File: src/rtl/ras_ctrl.sv
// rtl/ras_ctrl.sv - return-address-stack controller: jump classification, stack strobes, return prediction, flush drain
//
// Ports:
//   clk, rst            clock, synchronous active-high reset
//   inst_valid/ready    fetch handshake; ready only while running
//   inst_pc, inst       PC and word of the presented instruction
//   flush               backend redirect; empties the stack by draining
//   pred_valid/hit      one-cycle prediction pulse for returns and swaps
//   pred_target         predicted return address (held between pulses)
//   stk_push/pop        stack strobes; stk_push_data is the call PC+4
//   stk_pop_data        current stack top
//   stk_full/empty      stack occupancy flags

module ras_ctrl #(
    parameter int XLEN = 32
) (
    input  logic            clk,
    input  logic            rst,
    input  logic            inst_valid,
    output logic            inst_ready,
    input  logic [XLEN-1:0] inst_pc,
    input  logic [31:0]     inst,
    input  logic            flush,
    output logic            pred_valid,
    output logic            pred_hit,
    output logic [XLEN-1:0] pred_target,
    output logic            stk_push,
    output logic            stk_pop,
    output logic [XLEN-1:0] stk_push_data,
    input  logic [XLEN-1:0] stk_pop_data,
    input  logic            stk_full,
    input  logic            stk_empty
);

    typedef enum logic {
        ST_RUN,
        ST_DRAIN
    } state_t;

    state_t            state_q, state_d;
    logic              s_valid_q, s_valid_d;
    logic [31:0]       s_inst_q, s_inst_d;
    logic [XLEN-1:0]   s_pc_q, s_pc_d;
    logic              pv_q, pv_d;
    logic              hit_q, hit_d;
    logic [XLEN-1:0]   tgt_q, tgt_d;

    // Decode of the stage register
    logic [6:0] opcode;
    logic [4:0] rd, rs1;
    logic [2:0] funct3;
    logic       is_jal, is_jalr, link_rd, link_rs1;
    logic       is_call, is_ret, is_swap;
    logic       unused_inst_bits;

    assign opcode   = s_inst_q[6:0];
    assign rd       = s_inst_q[11:7];
    assign funct3   = s_inst_q[14:12];
    assign rs1      = s_inst_q[19:15];
    // Immediate bits play no part in classification.
    assign unused_inst_bits = ^s_inst_q[31:20];

    assign is_jal   = (opcode == 7'b1101111);
    assign is_jalr  = (opcode == 7'b1100111) && (funct3 == 3'b000);
    assign link_rd  = (rd == 5'd1) || (rd == 5'd5);
    assign link_rs1 = (rs1 == 5'd1) || (rs1 == 5'd5);

    // rd==rs1 with a link register is a plain call, not a coroutine swap.
    assign is_call  = (is_jal && link_rd) ||
                      (is_jalr && link_rd && (!link_rs1 || (rd == rs1)));
    assign is_ret   = is_jalr && link_rs1 && !link_rd;
    assign is_swap  = is_jalr && link_rd && link_rs1 && (rd != rs1);

    always_comb begin
        state_d       = state_q;
        s_valid_d     = 1'b0;
        s_inst_d      = s_inst_q;
        s_pc_d        = s_pc_q;
        pv_d          = 1'b0;
        hit_d         = 1'b0;
        tgt_d         = tgt_q;
        inst_ready    = 1'b0;
        stk_push      = 1'b0;
        stk_pop       = 1'b0;
        stk_push_data = s_pc_q + XLEN'(4);

        case (state_q)
            ST_RUN: begin
                inst_ready = 1'b1;
                if (flush) begin
                    // Stage contents and any prediction from it are discarded.
                    state_d = ST_DRAIN;
                end else begin
                    if (inst_valid) begin
                        s_valid_d = 1'b1;
                        s_inst_d  = inst;
                        s_pc_d    = inst_pc;
                    end
                    if (s_valid_q) begin
                        if (is_call) begin
                            // Asserted even when full; the stack drops it.
                            stk_push = 1'b1;
                        end
                        if (is_ret) begin
                            stk_pop = !stk_empty;
                            pv_d    = 1'b1;
                            hit_d   = !stk_empty;
                        end
                        if (is_swap) begin
                            // Empty: push only. Full: pop only, new link lost.
                            stk_push = !stk_full;
                            stk_pop  = !stk_empty;
                            pv_d     = 1'b1;
                            hit_d    = !stk_empty;
                        end
                        if (pv_d) begin
                            tgt_d = hit_d ? stk_pop_data : '0;
                        end
                    end
                end
            end
            ST_DRAIN: begin
                stk_pop = !stk_empty;
                if (stk_empty) begin
                    state_d = ST_RUN;
                end
            end
            default: begin
                state_d = ST_RUN;
            end
        endcase

        // No stack strobe may escape while reset is applied.
        if (rst) begin
            stk_push = 1'b0;
            stk_pop  = 1'b0;
        end
    end

    always_ff @(posedge clk) begin
        if (rst) begin
            state_q   <= ST_RUN;
            s_valid_q <= 1'b0;
            s_inst_q  <= '0;
            s_pc_q    <= '0;
            pv_q      <= 1'b0;
            hit_q     <= 1'b0;
            tgt_q     <= '0;
        end else begin
            state_q   <= state_d;
            s_valid_q <= s_valid_d;
            s_inst_q  <= s_inst_d;
            s_pc_q    <= s_pc_d;
            pv_q      <= pv_d;
            hit_q     <= hit_d;
            tgt_q     <= tgt_d;
        end
    end

    assign pred_valid  = pv_q;
    assign pred_hit    = hit_q;
    assign pred_target = tgt_q;

endmodule

File: config.mk
export PLATFORM = sky130hd
export DESIGN_NAME = ras_ctrl
export DESIGN_NICKNAME = d
export VERILOG_FILES = /design/src/rtl/ras_ctrl.sv
export SDC_FILE = /design/constraint.sdc
export NUM_CORES = 1
export LEC_CHECK = 0
export CORE_UTILIZATION = 39
export DETAILED_ROUTE_END_ITERATION = 6
export PLACE_DENSITY_LB_ADDON = 0.08
export SYNTH_ARGS = -nofsm -noshare
export SYNTH_HDL_FRONTEND = slang
export SYNTH_SLANG_ARGS = --single-unit
File: constraint.sdc
create_clock -name clk -period 1.7 [get_ports clk]
set_clock_uncertainty 0.15 [all_clocks]
set_input_delay 0.17 -clock clk [delete_from_list [all_inputs] [get_ports clk]]
set_output_delay 0.17 -clock clk [all_outputs]
set_load 0.05 [all_outputs]
==> summary.txt <==
Outcome
  – Status: finished with violations
  – Failing checks: setup timing

Global route
  – Initial antenna violation count: 1
  – Largest net degree at the start of global routing: 66
  – Grt ovf: 0
  – Vias in the first global route: 4,130
  – Gr usage total: 22.76%
  – First-pass GRT wire length: 19.90 mm

Synthesis
  – Most frequent cell after synthesis: nand2_1
  – Most frequent cells after synthesis: 146 x nand2_1, 88 x dfxtp_1, 53 x a21oi_1
  – Distinct cells, synth: 34
  – Number of synthesized register bits: 88
  – Mean Syn Cell Area: 8.259 um2
  – Top post-synthesis cells by area: dfxtp_1 43%, nand2_1 14%, mux2i_1 8.1%
  – Netlist Area Pre-Place: 4055 um2
  – Cells after Synth: 491
  – Synth Flop Type: dfxtp_1
  – Synth area leader: dfxtp_1
  – EDFF count, synth: 0
  – Syn Nets: 594
  – Seq/Total Area, Yosys: 43.44%
  – Syn. warnings: 0
  – Share of the synthesized area in the top cell type: 43.44%
  – Async SR Flop Fraction: 0%

Run
  – Max-cap viol count: 0

CTS
  – Hold_buf cts: 0
  – Clk slew on worst S/H paths: 0.08 ns
  – Total clock sinks: 88
  – CTS tree: done
  – CTS max path bufs: 2
  – Clock root cell: clkbuf_8
  – Worst-Skew Late Latency: 0.36 ns
  – CTS buffer count: 9
  – Maximum level of the CTS H-tree: 3

Critical path
  – Cell mode on critical path: buf_12
  – Kind of critical path: register to output pin
  – FF-to-FF End: pred_target[24]$_SDFFE_PP0P_
  – Stages on the worst setup path: 7
  – Data required, critical path: 1.38 ns
  – Buf+Inv Stages, Crit Path: 3
  – End of the critical path: stk_push_data[25]
  – Crit-path slowest cell: nor4_4
  – Critical path launch point type: register
  – Worst path cell trace: buf_4 -> and4_4 -> nand4_4 -> buf_12 -> nor4_4 -> xor2_4 -> buf_12
  – Critical Path AT: 2.03 ns
  – CP Max Fanout: 9
  – FF-to-FF Start: s_inst_q[4]$_SDFFE_PP0P_
  – R2R cell count: 8
  – Reg2reg setup slack: -0.35 ns
  – CP startpoint: s_pc_q[2]$_SDFFE_PP0P_
  – Slowest cell delay on critical path: 0.36 ns
  – Crit end category: output pin
  – Critical path's top delay family: simple AND/OR/NAND/NOR gates

Timing
  – Setup Viol. Count Final: 62
  – Hold Vio Cnt, Final: 0
  – Least-Margin Pin Slew: 0.5885 ns
  – Fin. max-slew vios: 0
  – Slew HR: 60.77%
  – Hold WS: 0.1247 ns
  – Final setup margin: -0.6457 ns
  – Fin crit period: 2.346 ns
  – Unrepaired setup endpoints after global routing: yes
  – Fmax: 0.4263 GHz
  – Fin crit share: 138.0%

Pwr
  – Power, Total: 4.539 mW
  – Peak supply drop: 0.0005646 V
  – PwrDens: 598.1 nW/um2
  – P_leak: 3.107 nW

Floorplan
  – Initial core utilization: 40.92%
  – Die W: 104.0 um
  – Ports: 171
  – Die Y: 104.0 um
  – Core Area: 9910 um2
  – Cell row count: 36
  – Die Footprint: 10,810 um2

Cells and area
  – Filler Cell Count: 671
  – Post-layout util: 76.58%
  – Layout cells sized above 1: 35.92%
  – FF+latch area: 1784 um2
  – Fin nets: 809
  – Area Growth Syn to Fin: 87.13%
  – Post-route cell area: 7589 um2
  – Multi-input logic area: 2815 um2

Placed design
  – Pre-CTS setup slack: -0.3420 ns
  – GPL Wtd Cong: 0.8466
  – Dpl cell area: 6983 um2
  – HPWL after DPL: 8.968 mm
  – IO buf count: 158

Detailed routing
  – Wire per inst: 14.48 um
  – Max layer used: met4
  – Met1 WL: 5.171 mm
  – Antenna viol nets, final: 0
  – Routed wl met2: 6.100 mm
  – Metal3 WL: 699 um
  – Post-Route WL: 12.22 mm
  – Drt first pass iters: 4
  – DR vias/cell: 4.900
  – Vias: 4,136
  – 1st-iter DRT viols: 119
  – DR DRC count: 0

Hold path
  – HP Class: input pin to register
==> state kept, by name, summed over array words and instances, names as in the netlist <==
register	flops
pred_hit	1
s_valid_q	1
pred_target	32
s_inst_q	20
s_pc_q	32
state_q	1
pred_valid	1
==> metal layers <==
metal	track usage (%)	vias to the layer above
met5	0	-
met4	8.061	0
met3	5.388	18
met2	39.29	127
met1	27.54	1922
li1	-	2069
==> cell type report <==
| cell class | instances | share of cell area (%) |
|---|---|---|
| diodes | 1 | 0.03298 |
| clock buffers | 11 | 1.863 |
| clock inverters | 4 | 0.5936 |
| inverters | 9 | 0.4452 |
| multi-input cells | 359 | 37.10 |
| flip-flops and latches | 88 | 23.51 |
| well taps | 133 | 2.193 |
| repair buffers | 239 | 34.26 |
==> worst min-delay path by stage <==
stage                                             from                           end  slack (ns)  cells after the start
after floorplan                             inst_pc[3]        s_pc_q[3]$_SDFFE_PP0P_        0.15                      2
after global placement        s_inst_q[5]$_SDFFE_PP0P_      s_inst_q[5]$_SDFFE_PP0P_        0.29                      2
after detailed placement  pred_target[13]$_SDFFE_PP0P_  pred_target[13]$_SDFFE_PP0P_        0.30                      2
after CTS                                          rst       s_pc_q[10]$_SDFFE_PP0P_        0.09                      3
after global routing                               rst        s_pc_q[5]$_SDFFE_PP0P_        0.13                      3
final                                              rst       s_pc_q[10]$_SDFFE_PP0P_        0.12                      3
==> cell families (layout without fill, tap and decap cells) <==
family                   Yosys count  in the layout  synth area share, %
AO/OA/AOI/OAI                     57             57                7.282
flip-flops                        88             88                43.44
XOR/XNOR                          33             33                7.127
multiplexers                      33             33                8.146
buffers and inverters             44            263                5.615
adder cells (fa/ha/maj)            1              1               0.3085
AND/OR/NAND/NOR                  235            235                28.08
other                              0              1                    0
==> stage by stage <==
stage                     cells  setup TNS, ns
after floorplan             491         -7.100
after global placement      814         -12.52
after detailed placement    814         -15.86
after CTS                   844         -28.04
after global routing        844         -30.29
final                       844         -24.22
==> tightest hold or removal path: cells and delay by family <==
kind	cells	cell delay (ns)
buffers and inverters	2	0.35
AOI/OAI and AO/OA	1	0.06
==> cells in the final DEF, fill, tap and decap left out, drive strengths merged, types with 9 or more instances in the layout <==
cell	Yosys	final
clkdlybuf4s50	0	88
nor3	9	9
nand2	147	147
dfxtp	88	88
mux2i	33	33
nor4	10	10
inv	9	9
a21oi	53	53
xnor2	11	11
buf	8	151
nand3	41	41
clkbuf	27	11
xor2	22	22
==> power breakdown <==
group	total [mW]	leakage (nW)	internal [mW]	switching [mW]
sequential	2.17	0.722	2.12	0.0471
clock	1.43	0.0990	0.705	0.720
combinational	0.947	2.29	0.499	0.448
total	4.54	3.11	3.32	1.22
==> what timing repair did <==
item / CTS / global route
setup buffers: 13 / 5
gates cloned: 2 / 0
setup endpoints to repair: 63 / 64
pin swaps: 18 / 9
gates resized for setup: 44 / 16
(Power assumes the default switching activity.)
==> variant 1 (same settings) <==
`XLEN`: 32 -> 28.
--- a/src/rtl/ras_ctrl.sv
+++ b/src/rtl/ras_ctrl.sv
@@ -12,7 +12,7 @@
 //   stk_full/empty      stack occupancy flags
 
 module ras_ctrl #(
-    parameter int XLEN = 32
+    parameter int XLEN = 28
 ) (
     input  logic            clk,
     input  logic            rst,
Interface: changed (resized inst_pc, pred_target, stk_pop_data and stk_push_data); port bits go from 171 to 155. The function was not compared with the original's and may differ.
==> variant 1 against the original RTL <==
- critical endpoint is now stk_push_data[20]
- the run ends with design-rule violations, negative setup slack left
- non-clock buffer count shrank 31
- power is 6.5% lower
- worst setup slack better by 0.057 ns
- sequential cell count fell by 8
- final area shrank 10%
- core utilization is 0.50 points higher
- routed wire length decreased by 12%
- synthesized area is 11% lower
- critical path type unchanged
==> variant 1: results (changes against the original RTL) <==
The run gives 57 (-14%) as the pin count of the biggest net entering global routing. The final weighted congestion in routability-driven placement is 0.771 (-8.9%), and the arrival time reported for the critical path endpoint is 1.97 ns (-0.06 ns). The antenna cell count was 0 (-1); the filler cell count was 597 (-11%). Static leakage power: 2.66 nW (-14%). Number of nets in the synthesized netlist: 538 (-9.4%). The count of cells resized by post-cts repair is 37 (-16%). The routed wire length was 10800 um (-12%); the met2 capacity usage during global routing was 39.1% (-0.23 points).

The run gives 53 (-15%) as the number of endpoints failing setup at the final stage. The logs give 5430 um (-11%) for the amount of wire on met2 after detailed routing and 44.5% (+1.0 points) for the sequential element share of the synthesized area. The number of remaining DRC errors came out at 7 (+7). By area the synthesized netlist is led by sky130_fd_sc_hd__dfxtp_1 (44%), sky130_fd_sc_hd__nand2_1 (14%), sky130_fd_sc_hd__mux2i_1 (8.1%), sky130_fd_sc_hd__a21oi_1 (6.8%), sky130_fd_sc_hd__nand3_1 (5.6%). The source-to-sink clock delay at the later pin of the worst-skew pair was 0.34 ns (-0.02 ns); the wire length the detailed router placed on met1 was 4560 um (-12%). The net count reported at finish came out at 726 (-10%).

The peak supply drop was 633 uV (+12%); the worst setup margin was -0.589 ns (+0.0570 ns). By count the netlist is led by sky130_fd_sc_hd__nand2_1 (137), sky130_fd_sc_hd__dfxtp_1 (80), sky130_fd_sc_hd__a21oi_1 (49), sky130_fd_sc_hd__nand3_1 (40), sky130_fd_sc_hd__mux2i_1 (29). The quantity of I/O buffers inserted on ports is 142 (-10%). The run gives 5.44% (+0.052 points) as the global routing met3 resource utilization. The flow ran to the end, but the final reports show violations. The via count of the first global-routing pass is 3615 (-12%). The met1 usage came out at 26.9% (-0.65 points). The ratio of cells with drive above 1 in the final layout works out to 36.6% (+0.72 points). For the number of DRC violations after detailed-routing iteration 0, the log shows 102 (-14%). The final reports fail on design-rule violations, negative setup slack.
[variant 1: stage by stage]
step / hold slack [ns] / cells / utilization (%) / setup TNS [ns]
final: 0.0988 / 744 / 77.1 / -18.65
after CTS: 0.0602 / 736 / 74.6 / -16.39
after detailed placement: 0.298 / 708 / 69.0 / -10.92
after global routing: 0.108 / 744 / 77.1 / -23.54
after global placement: 0.292 / 708 / 69.0 / -8.71
after floorplan: 0.0976 / 443 / - / -2.46
[variant 1: worst paths after layout]
kind | endpoint | slack, ns | start | cells after the start
min | s_inst_q[15] | 0.1 | rst | 3
max | stk_push_data[20] | -0.59 | s_pc_q[8] | 6
max reg2reg | pred_target[15] | -0.35 | s_inst_q[4] | 8
min reg2reg | pred_target[26] | 0.31 | pred_target[26] | 2
[variant 1: critical path, cell delays in order (launching register included)]
cell and delay [ns]:
sky130_fd_sc_hd__dfxtp_2 0.36, sky130_fd_sc_hd__nand4_4 0.20, sky130_fd_sc_hd__nor4_4 0.32, sky130_fd_sc_hd__buf_4 0.18, sky130_fd_sc_hd__nand4_1 0.20, sky130_fd_sc_hd__xnor2_4 0.22, sky130_fd_sc_hd__buf_12 0.16
[variant 1: kinds of logic after synthesis]
group	after synthesis	share of synthesized area, %
buffers and inverters	35	5.07
and+or+nand+nor	215	27.0
adders and majority gates	1	0.347
DFF	80	44.5
xor gates and xnor gates	29	7.05
muxes	29	8.06
AOI/OAI and AO/OA	54	8.02
[variant 1: final cells by class]
cell class | instances | share of cell area, %
inverters | 4 | 0.220
well taps | 108 | 1.98
flip-flops and latches | 80 | 24.1
clock inverters | 5 | 0.807
repair buffers | 208 | 33.7
clock buffers | 11 | 2.07
multi-input cells | 328 | 37.1
[variant 1: report_power, final]
part,internal [mW],switching (mW)
logic,0.453,0.401
registers,1.93,0.0416
clock network,0.719,0.702
==> variant 2 (config.mk and constraints unchanged) <==
Without the edit above. Reset style: asynchronous (`rst`), changed in one clocked block. Comments in the files are not updated.
--- a/src/rtl/ras_ctrl.sv
+++ b/src/rtl/ras_ctrl.sv
@@ -137,7 +137,7 @@
         end
     end
 
-    always_ff @(posedge clk) begin
+    always_ff @(posedge clk or posedge rst) begin
         if (rst) begin
             state_q   <= ST_RUN;
             s_valid_q <= 1'b0;
Formal check against the unedited RTL: differs if rst is asserted again (counterexample within 4 cycles, from zero or initial values and one cycle with rst high); with rst held inactive, the same outputs for 4 cycles.
==> variant 2 against the original RTL <==
- the flow still finishes with violations (negative setup slack)
- critical endpoint is now pred_target[18]
- worst setup slack got worse by 0.26 ns
- largest cell class is now non-clock buffers
- routed wire length rose by 6.5%
- sequential share of layout area rose by 3.1 points
- via count fell by 14%
- sequential cell count did not move
- synthesized area rose by 5.4%
- final area rose by 9.2%
Power is not compared: it rests on default switching activity, and its combinational part moved more than twofold at a synthesized area within 25%.
==> variant 2: results (changes against the original RTL) <==
The flow ran to the end, but the final reports show violations. The final reports fail on negative setup slack. The pin count of the biggest net entering global routing is 56 (-15%), and the number of endpoints failing setup at the final stage is 64 (+3.2%). Timing startpoint of the critical path: s_inst_q[8].

The number of vias per cell after detailed routing came out at 4.97 (+1.4%). The library cell contributing the largest single delay on the critical path is sky130_fd_sc_hd__or4b_4. The ratio of cells with drive above 1 in the final layout came out at 58.1% (+22 points). The path depth of the worst reg2reg path was 7 (-1).

The setup slack at placement is -0.627 ns (-0.285 ns). The logs give 70 (+59%) for the count of cells resized by post-cts repair and 21.8% (-0.92 points) for the total routing resource utilization after global routing. The tools report the first-pass GRT wire length as 19000 um (-4.5%).

The worst setup margin came out at -0.902 ns (-0.256 ns). Yosys attributes the largest share of cell area to sky130_fd_sc_hd__dfrtp_1 (52%), sky130_fd_sc_hd__mux2_2 (14%), sky130_fd_sc_hd__mux2_4 (11%), sky130_fd_sc_hd__xnor2_1 (4.9%), sky130_fd_sc_hd__nor2b_1 (4.7%). For the headroom to the max-slew limit, the log shows 70.9% (+10 points). The tools report the number of DRC violations after detailed-routing iteration 0 as 114 (-4.2%). The compound-gate portion of the synthesized area works out to 1.29% (-6.0 points). The via count of the first global-routing pass was 3821 (-7.5%); the multiplexer area fraction after synthesis was 24.7% (+17 points). The worst hold path terminates at s_pc_q[2].

The delay contributed by the slowest stage of the critical path came out at 0.54 ns (+0.18 ns). The initial antenna violation count was 0 (-1). The filler cell count is 617 (-8.0%), and the arrival time reported for the critical path endpoint is 2.69 ns (+0.66 ns). The net count reported at finish was 680 (-16%). The tools report the antenna cell count as 0 (-1).

The share of async-settable or async-resettable flops after synthesis came out at 100% (+100 points). The number of nets in the synthesized netlist is 429 (-28%). The run gives 0.768 (-9.3%) as the final weighted congestion in routability-driven placement.

The setup TNS came out at -47.77 ns (-23.55 ns). Parity-gate share of the synthesized area counting xor and xnor cells: 6.76% (-0.36 points). Number of instances in the placed design: 669 (-18%). The logs give 32 (-5.9%) for the number of distinct library cells after synthesis and 7200 um^2 (+3.1%) for the cell area after placement. The average footprint of a synthesized cell works out to 13.1 um^2 (+59%). The number of buffers created by CTS was 9 (unchanged); the fraction of the mapped netlist area in adder cells was 0.293% (-0.016 points). Number of buffers inserted by post-CTS setup repair: 20 (+7). The routed length per placed instance was 18.1 um (+25%). The startpoint of the lowest-slack hold path was inst_pc[2]. The smallest hold slack was 0.221 ns (+0.0968 ns); the placed wire-length estimate after detailed placement was 8340 um (-7.0%). Ranked by instance count, the synthesized netlist is headed by sky130_fd_sc_hd__dfrtp_1 (88), sky130_fd_sc_hd__mux2_2 (53), sky130_fd_sc_hd__nor2b_1 (32), sky130_fd_sc_hd__mux2_4 (30), sky130_fd_sc_hd__xnor2_1 (24).

The tools report the number of standard cells in the layout, taps in and fillers out as 718 (-15%).
variant 2: cell types whose count changed in the layout (fill, tap and decap cells not counted), sizes merged, moves of 8 or more:
cell   before  now
nand3      41   15
dfxtp      88    0
a21oi      53    0
mux2i      33    1
nor2b       0   32
buf       151  163
dfrtp       0   88
and3        1    9
mux2        0   83
xor2       22    9
nand2     147   10
xnor2      11   24
variant 2: layer usage:
metal / wire length [um] / vias up / global-route usage [%]
met2: 7040 / 114 / 39.0
met3: 610 / 22 / 4.44
met1: 5060 / 1783 / 25.4
met4: 297 / 0 / 9.10
li1: - / 1650 / -
met5: 0 / - / 0
variant 2: area by class of cell:
class	instances	area (um^2)	share of cell area, %
timing repair buffer	254	2870	34.6
inverter	4	25.0	0.302
multi-input combinational	220	2820	34.0
tap	136	170	2.05
clock inverter	2	10.0	0.121
sequential	88	2210	26.6
clock buffer	14	193	2.32
